$ cat src/rtl/pipe_hazard_ctrl_pkg.sv
// Shared pipeline definitions for the hazard/forwarding controller:
// FSM state encoding, forwarding select codes and register index width.
package pipe_hazard_ctrl_pkg;

  localparam int unsigned REG_IDX_W = 5;

  typedef enum logic [1:0] {
    RUN      = 2'd0,
    STALL_LU = 2'd1,
    FLUSH    = 2'd2
  } hz_state_t;

  localparam logic [1:0] FWD_RF = 2'b00;
  localparam logic [1:0] FWD_EM = 2'b01;
  localparam logic [1:0] FWD_MW = 2'b10;

endpackage

$ cat src/rtl/pipe_hazard_ctrl_fwd_select.sv
// Operand bypass select: compares one EX-stage source register against the
// EX/MEM and MEM/WB destinations, newest producer first; x0 never forwards.
module fwd_select
  import pipe_hazard_ctrl_pkg::*;
(
  input  logic [REG_IDX_W-1:0] src_i,
  input  logic [REG_IDX_W-1:0] em_rd_i,
  input  logic                 em_reg_write_i,
  input  logic [REG_IDX_W-1:0] mw_rd_i,
  input  logic                 mw_reg_write_i,
  output logic [1:0]           sel_o
);

  always_comb begin
    sel_o = FWD_RF;
    if (em_reg_write_i && (em_rd_i != '0) && (em_rd_i == src_i)) begin
      sel_o = FWD_EM;
    end else if (mw_reg_write_i && (mw_rd_i != '0) && (mw_rd_i == src_i)) begin
      sel_o = FWD_MW;
    end
  end

endmodule

$ cat src/rtl/pipe_hazard_ctrl.sv
// Stall/flush/forwarding controller for the 5-stage pipeline.
// Optional performance counters are built when HAZARD_PERF_EN is defined.
module pipe_hazard_ctrl
  import pipe_hazard_ctrl_pkg::*;
#(
  parameter int unsigned LU_BUBBLES   = 1,
  parameter int unsigned FLUSH_CYCLES = 2
) (
  input  logic                 clk_i,
  input  logic                 rst_i,
  input  logic [REG_IDX_W-1:0] id_rs1_i,
  input  logic [REG_IDX_W-1:0] id_rs2_i,
  input  logic                 id_uses_rs1_i,
  input  logic                 id_uses_rs2_i,
  input  logic [REG_IDX_W-1:0] de_rs1_i,
  input  logic [REG_IDX_W-1:0] de_rs2_i,
  input  logic [REG_IDX_W-1:0] de_rd_i,
  input  logic                 de_mem_read_i,
  input  logic                 de_reg_write_i,
  input  logic                 ex_redirect_i,
  input  logic [REG_IDX_W-1:0] em_rd_i,
  input  logic                 em_reg_write_i,
  input  logic [REG_IDX_W-1:0] mw_rd_i,
  input  logic                 mw_reg_write_i,
  output logic                 pc_stall_o,
  output logic                 fd_stall_o,
  output logic                 fd_flush_o,
  output logic                 de_flush_o,
  output logic [1:0]           fwd_a_o,
  output logic [1:0]           fwd_b_o
`ifdef HAZARD_PERF_EN
  ,
  output logic [31:0]          stall_cnt_o,
  output logic [31:0]          flush_cnt_o
`endif
);

  localparam logic [1:0] LU_INIT = (LU_BUBBLES > 1)   ? 2'(LU_BUBBLES - 2)   : 2'd0;
  localparam logic [1:0] FL_INIT = (FLUSH_CYCLES > 1) ? 2'(FLUSH_CYCLES - 2) : 2'd0;

  hz_state_t  state_q, state_d;
  logic [1:0] cnt_q, cnt_d;
  logic       lu;
  logic       stall;
  logic       fd_flush;
  logic       de_flush;

  assign lu = de_mem_read_i && (de_rd_i != '0) &&
              ((id_uses_rs1_i && (de_rd_i == id_rs1_i)) ||
               (id_uses_rs2_i && (de_rd_i == id_rs2_i)));

  always_comb begin
    state_d  = state_q;
    cnt_d    = cnt_q;
    stall    = 1'b0;
    fd_flush = 1'b0;
    de_flush = 1'b0;
    if (ex_redirect_i) begin
      fd_flush = 1'b1;
      de_flush = 1'b1;
      state_d  = (FLUSH_CYCLES > 1) ? FLUSH : RUN;
      cnt_d    = FL_INIT;
    end else begin
      unique case (state_q)
        RUN: begin
          if (lu) begin
            stall    = 1'b1;
            de_flush = 1'b1;
            if (LU_BUBBLES > 1) begin
              state_d = STALL_LU;
              cnt_d   = LU_INIT;
            end
          end
        end
        STALL_LU: begin
          stall    = 1'b1;
          de_flush = 1'b1;
          if (cnt_q == '0) state_d = RUN;
          else             cnt_d   = cnt_q - 2'd1;
        end
        FLUSH: begin
          fd_flush = 1'b1;
          if (cnt_q == '0) state_d = RUN;
          else             cnt_d   = cnt_q - 2'd1;
        end
        default: state_d = RUN;
      endcase
    end
    // Reset cycle: controls quiet, FSM lands in RUN on the edge.
    if (rst_i) begin
      stall    = 1'b0;
      fd_flush = 1'b0;
      de_flush = 1'b0;
      state_d  = RUN;
      cnt_d    = '0;
    end
  end

  always_ff @(posedge clk_i) begin
    if (rst_i) begin
      state_q <= RUN;
      cnt_q   <= '0;
    end else begin
      state_q <= state_d;
      cnt_q   <= cnt_d;
    end
  end

  assign pc_stall_o = stall;
  assign fd_stall_o = stall;
  assign fd_flush_o = fd_flush;
  assign de_flush_o = de_flush;

  fwd_select u_fwd_a (
    .src_i          (de_rs1_i),
    .em_rd_i        (em_rd_i),
    .em_reg_write_i (em_reg_write_i),
    .mw_rd_i        (mw_rd_i),
    .mw_reg_write_i (mw_reg_write_i),
    .sel_o          (fwd_a_o)
  );

  fwd_select u_fwd_b (
    .src_i          (de_rs2_i),
    .em_rd_i        (em_rd_i),
    .em_reg_write_i (em_reg_write_i),
    .mw_rd_i        (mw_rd_i),
    .mw_reg_write_i (mw_reg_write_i),
    .sel_o          (fwd_b_o)
  );

  // de_reg_write_i is carried for interface compatibility; hazards key off loads only.
  logic unused_de_reg_write;
  assign unused_de_reg_write = de_reg_write_i;

`ifdef HAZARD_PERF_EN
  logic [31:0] stall_cnt_q, stall_cnt_d;
  logic [31:0] flush_cnt_q, flush_cnt_d;

  always_comb begin
    stall_cnt_d = stall_cnt_q;
    flush_cnt_d = flush_cnt_q;
    if (stall && (stall_cnt_q != '1))    stall_cnt_d = stall_cnt_q + 32'd1;
    if (fd_flush && (flush_cnt_q != '1)) flush_cnt_d = flush_cnt_q + 32'd1;
  end

  always_ff @(posedge clk_i) begin
    if (rst_i) begin
      stall_cnt_q <= '0;
      flush_cnt_q <= '0;
    end else begin
      stall_cnt_q <= stall_cnt_d;
      flush_cnt_q <= flush_cnt_d;
    end
  end

  assign stall_cnt_o = stall_cnt_q;
  assign flush_cnt_o = flush_cnt_q;
`endif

endmodule

$ cat config.mk
export PLATFORM = sky130hd
export DESIGN_NAME = pipe_hazard_ctrl
export DESIGN_NICKNAME = d
export VERILOG_FILES = /design/src/rtl/pipe_hazard_ctrl_pkg.sv /design/src/rtl/pipe_hazard_ctrl_fwd_select.sv /design/src/rtl/pipe_hazard_ctrl.sv
export SDC_FILE = /design/constraint.sdc
export NUM_CORES = 1
export LEC_CHECK = 0
export ABC_AREA = 1
export ABC_CLOCK_PERIOD_IN_PS = 1380
export BUFFER_PORTS_ARGS = -buffer_cell sky130_fd_sc_hd__buf_2
export CORE_UTILIZATION = 39
export DETAILED_ROUTE_END_ITERATION = 10
export GPL_TIMING_DRIVEN = 0
export PLACE_DENSITY = 0.78
export SKIP_CTS_REPAIR_TIMING = 1
export SYNTH_ARGS = -nofsm -noshare
export SYNTH_HDL_FRONTEND = slang
export SYNTH_SLANG_ARGS = --single-unit
export TNS_END_PERCENT = 30
$ cat constraint.sdc
create_clock -name clk_i -period 1.38 [get_ports clk_i]
set_clock_uncertainty 0.2 [all_clocks]
set_input_delay 0.069 -clock clk_i [delete_from_list [all_inputs] [get_ports clk_i]]
set_output_delay 0.069 -clock clk_i [all_outputs]
set_load 0.02 [all_outputs]
After elaboration in Yosys (flattened, before gate mapping)
Index checks and enable logic that the tools add are counted.
Operators by class
  add/sub/neg operators: 1
  eq/ne operators: 11
  mux-type cells: 16
  bitwise gates (word level): 2
  reductions and logical operators: 21
Operators by type and width (count)
  5-bit equality test: 6
  5-bit nonzero test: 3
  2-bit two-way mux: 6
  1-bit logical AND: 10
  1-bit two-way mux: 8
  2-bit AND reduction: 3
  2-bit zero test: 2
  2-bit case mux with 2 select lines: 1
  2-bit OR reduction: 2
  3-bit by 1-bit != test with 1-bit output (second input constant): 1
  2-bit by 1-bit equality test with 1-bit output (second input constant): 1
  2-bit equality test (second input constant): 1
  2-bit by 1-bit != test with 1-bit output (second input constant): 1
  2-bit != test (second input constant): 1
  1-bit NOT: 2
  1-bit case mux with 2 select lines: 1
  2-bit by 1-bit subtractor with 2-bit output (second input constant): 1
  1-bit logical OR: 1
Word-level totals
  register bits after elaboration: 4
  bits of input ports: 44
  output and inout port bits: 8
  word-level logic and storage cells: 54

Longest topological paths before layout
  word-level depth: 8
  gate-level depth with buffers: 9
  depth with buffers taken out: 8

By module
From an unflattened synthesis, not the netlist that was laid out.
Unflattened totals
  cell total of the unflattened synthesis: 179
  area total of the unflattened synthesis: 809.5 um2
By module, submodules not included
  fwd_select: instances 2, cells each 50, area an instance 214.0 um2, seq. area each 0.0 um2
  pipe_hazard_ctrl: instances 1, cells each 79, area an instance 381.6 um2, seq. area each 60.1 um2

Worst setup path after synthesis
OpenSTA, ideal clock, no wires.
  path kind: flip-flop to output port
  from: reg state_q[1]
  to: out pc_stall_o
  arrival: 1065 ps
  required time: 1111 ps
  path slack: 46 ps
  cell stages (with the launch flop): 7
  buffers on the path: 1
  cell sequence: dfxtp_1 inv_1 nand3_1 inv_1 nand2_2 nor2_1 buf_4
Between the ends
  longest elaborated chain between the ends: 4
  elaborated cells between the ends (all ways): 5
  those cells by class: eq/ne (1); mux (3); reduce/logical (1)
RTL lines
  start, declared: line pipe_hazard_ctrl.sv:41  | hz_state_t state_q, state_d;
  start signal, assigned: line pipe_hazard_ctrl.sv:104  | state_q <= state_d;
  2-bit by 1-bit equality test with 1-bit output or 2-bit zero test (tied branches): line pipe_hazard_ctrl.sv:64  | unique case (state_q)
  1-bit case mux with 2 select lines (*): line pipe_hazard_ctrl.sv:64
  1-bit two-way mux (*): line pipe_hazard_ctrl.sv:58  | if (ex_redirect_i) begin
  1-bit two-way mux (*): line pipe_hazard_ctrl.sv:90  | if (rst_i) begin
  end, declared: line pipe_hazard_ctrl.sv:25  | output logic pc_stall_o,
Mark *: on every way between the ends. The rest lies on a longest branch, timed or not.

Final worst setup path
Same ends and word-level chain as after synthesis.

==> flow_metrics.env <==
export IMPL_violations="hold timing"
export IMPL_comb_power_share_pct=48.7
export IMPL_syn_area_per_cell_sq_um=5.588
export IMPL_worst_ep_arrival_time_ns=1.10
export IMPL_track_usage_pct=20.03
export IMPL_leakagePower_nw=0.5795
export IMPL_layout_nets=221
export IMPL_swShare_pct=35.74
export IMPL_finalHoldViolations=2
export IMPL_netlist_area_sq_um=659.4
export IMPL_dp_hpwl_mm=1.498
export IMPL_dr_total_vias=903
export IMPL_powerDensity_mw_per_mm2=485.9
export IMPL_dieArea_sq_mm=0.001859
export IMPL_pwr_share_seq_pct=18.4
export IMPL_grt_pass1_wl_mm=2.946
export IMPL_drcViolationCount=0
export IMPL_io_pins=52
export IMPL_port_buffers=50
export IMPL_p_switching_mw=0.1736
export IMPL_hold_path_class="in2reg"
export IMPL_ys_warnings_count=0
export IMPL_maxCapViolCount=0
export IMPL_final_cell_mix="buf_2 (49), nand2_1 (31), inv_1 (17)"
export IMPL_antenna_found_initial=0
export IMPL_globalplace_congestion=0.8238
export IMPL_start_kind="flip-flop"
export IMPL_vdd_drop_max_mv=0.2992
export IMPL_hold_path_depth=4
export IMPL_wl_met1_um=706
export IMPL_intPower_mw=0.3121
export IMPL_fmax_mhz=731.0
export IMPL_fp_dieW_um=43.12
export IMPL_critPathRequiredTime_ns=1.11
export IMPL_synth_seq_area_share_pct=9.108
export IMPL_std_cell_rows=14
export IMPL_die_h_um=43.12
export IMPL_firstDrtPassIters=4
export IMPL_ff2ff_path_depth=6
export IMPL_cts_buffers=3
export IMPL_clkPwrFrac_pct=32.9
export IMPL_layout_drive_gt1_share_pct=39.43
export IMPL_dr_wl_met2_um=928
export IMPL_wire_per_inst_um=9.314
export IMPL_htree_levels=1
export IMPL_grt_pass1_vias=845
export IMPL_crit_path_end_kind="output pin"
export IMPL_total_power_mw=0.4857
export IMPL_status="complete, but fails checks"
export IMPL_ys_seq_elements=3
export IMPL_drt_total_wl_mm=1.779
export IMPL_synth_distinct_cells=19
export IMPL_rsz0062_at_grt="yes"
export IMPL_ant_nets=0
export IMPL_overflow=0
export IMPL_final_max_slew_violation_count=0
export IMPL_clock_sinks=3
export IMPL_cp_max_fo=3
export IMPL_worstSkewPairLatency_ns=0.23
export IMPL_vias_per_cell=4.728
export IMPL_fin_crit_ns=1.368
export IMPL_stdcell_count=191
export IMPL_start_util_pct=42.78
export IMPL_cts_root_buf="clkbuf_4"
export IMPL_core_sq_mm=0.001541
export IMPL_cts_buffer_depth=2
export IMPL_critical_path_most_common_cell="inv_2"
export IMPL_cp_slowest_stage_delay_ns=0.30
export IMPL_path_clk_slew_ns=0.04
export IMPL_highest_layer="met4"
export IMPL_synth_nets=163
export IMPL_crit_chain="inv_2, nand3_2, inv_2, nand2_2, nor2_2, buf_4, buf_6"
export IMPL_final_common_cell="buf_2"
export IMPL_cts_tree="built"
export IMPL_worst_slew_pin_transition_ns=0.2399
export IMPL_path_class="reg2out"
export IMPL_area_delta_synth_final_pct=51.61
export IMPL_numPlacedInstances=184
export IMPL_grt_max_degree=6
export IMPL_slew_headroom_pct=83.88
export IMPL_final_period_utilization_pct=99.13
export IMPL_num_antenna_cells=0
export IMPL_syn_inst=118
export IMPL_whs_ns=-0.02688
export IMPL_drt_iter0_drc=6
export IMPL_fill_cells=161
export IMPL_met3_length_um=138
export IMPL_cpMaxStageDelayCell="dfxtp_1"
export IMPL_setup_viol=0
## per-stage QoR
stage | TNS (ns) | area, sq um | hold WS (ns) | util [%] | setup slack, ns
global placement | 0 | 929.6 | 0.08005 | 60.31 | 0.1032
CTS | -0.1762 | 955.9 | -0.1477 | 62.01 | -0.1240
floorplan | 0 | 659.4 | -0.06193 | - | 0.04622
global route | -0.1125 | 999.7 | 0.003748 | 64.85 | -0.05480
detailed placement | 0 | 929.6 | 0.09147 | 60.31 | 0.07398
finish | 0 | 999.7 | -0.02688 | 64.85 | 0.01196
## sequential cells by signal, summed over array words and instances (netlist names)
register / count
state_q: 1
cnt_q: 2
## power by group through the flow
stage	registers [mW]	logic [mW]	clock network, mW
floorplan	0.0903	0.119	0
global placement	0.0904	0.219	0
detailed placement	0.0905	0.228	0
CTS	0.0891	0.229	0.160
global route	0.0894	0.266	0.166
finish	0.0893	0.237	0.160
## kinds of logic after synthesis
group	synth area share, %
simple gates	40.80
xor+xnor	26.57
compound gates	7.970
fa+ha+maj	1.897
buf+inv	13.66
flops	9.109
## worst paths after layout
path	start	end	slack, ns
worst max-delay path	state_q[1]	pc_stall_o	0.01
worst min-delay path	ex_redirect_i	cnt_q[1]	-0.03
worst max register to register	cnt_q[0]	cnt_q[0]	0.05
worst min register to register	cnt_q[0]	cnt_q[0]	0.30
## worst max-delay path, delay by kind of cell, from the launching register on
kind / cells / cell delay (ns)
buffers and inverters: 4 / 0.33
AND/OR/NAND/NOR: 3 / 0.23
flip-flops: 1 / 0.30
## metal layers
metal / vias up / track usage [%]
met5: - / 0
met4: 0 / 5.455
met3: 2 / 1.277
met2: 41 / 42.09
met1: 386 / 20.10
li1: 474 / -
## synth_stat cells
cell | count | area share, %
a21oi_1 | 4 | 3.0
a21oi_2 | 1 | 1.3
buf_4 | 1 | 1.1
dfxtp_1 | 3 | 9.1
ha_1 | 1 | 1.9
inv_1 | 19 | 11
inv_2 | 3 | 1.7
nand2_1 | 31 | 18
nand2_2 | 1 | 0.95
nand3_1 | 3 | 2.3
nand4_1 | 5 | 4.7
nor2_1 | 17 | 9.7
nor2_2 | 1 | 0.95
nor3_1 | 2 | 1.5
nor3_2 | 2 | 3.0
o21ai_0 | 3 | 2.3
o21ai_2 | 1 | 1.3
xnor2_1 | 12 | 16
xor2_1 | 8 | 11
## layout make-up
type,instances,area (sq um),area share [%]
Inverter,22,82.58,8.260
Clock buffer,4,26.28,2.628
Buffer,1,7.507,0.7509
Multi-Input combinational cell,92,519.2,51.94
Sequential cell,3,60.06,6.008
Tap cell,16,20.02,2.003
Timing Repair Buffer,53,284.0,28.41
Power figures use the tool's default switching activity.
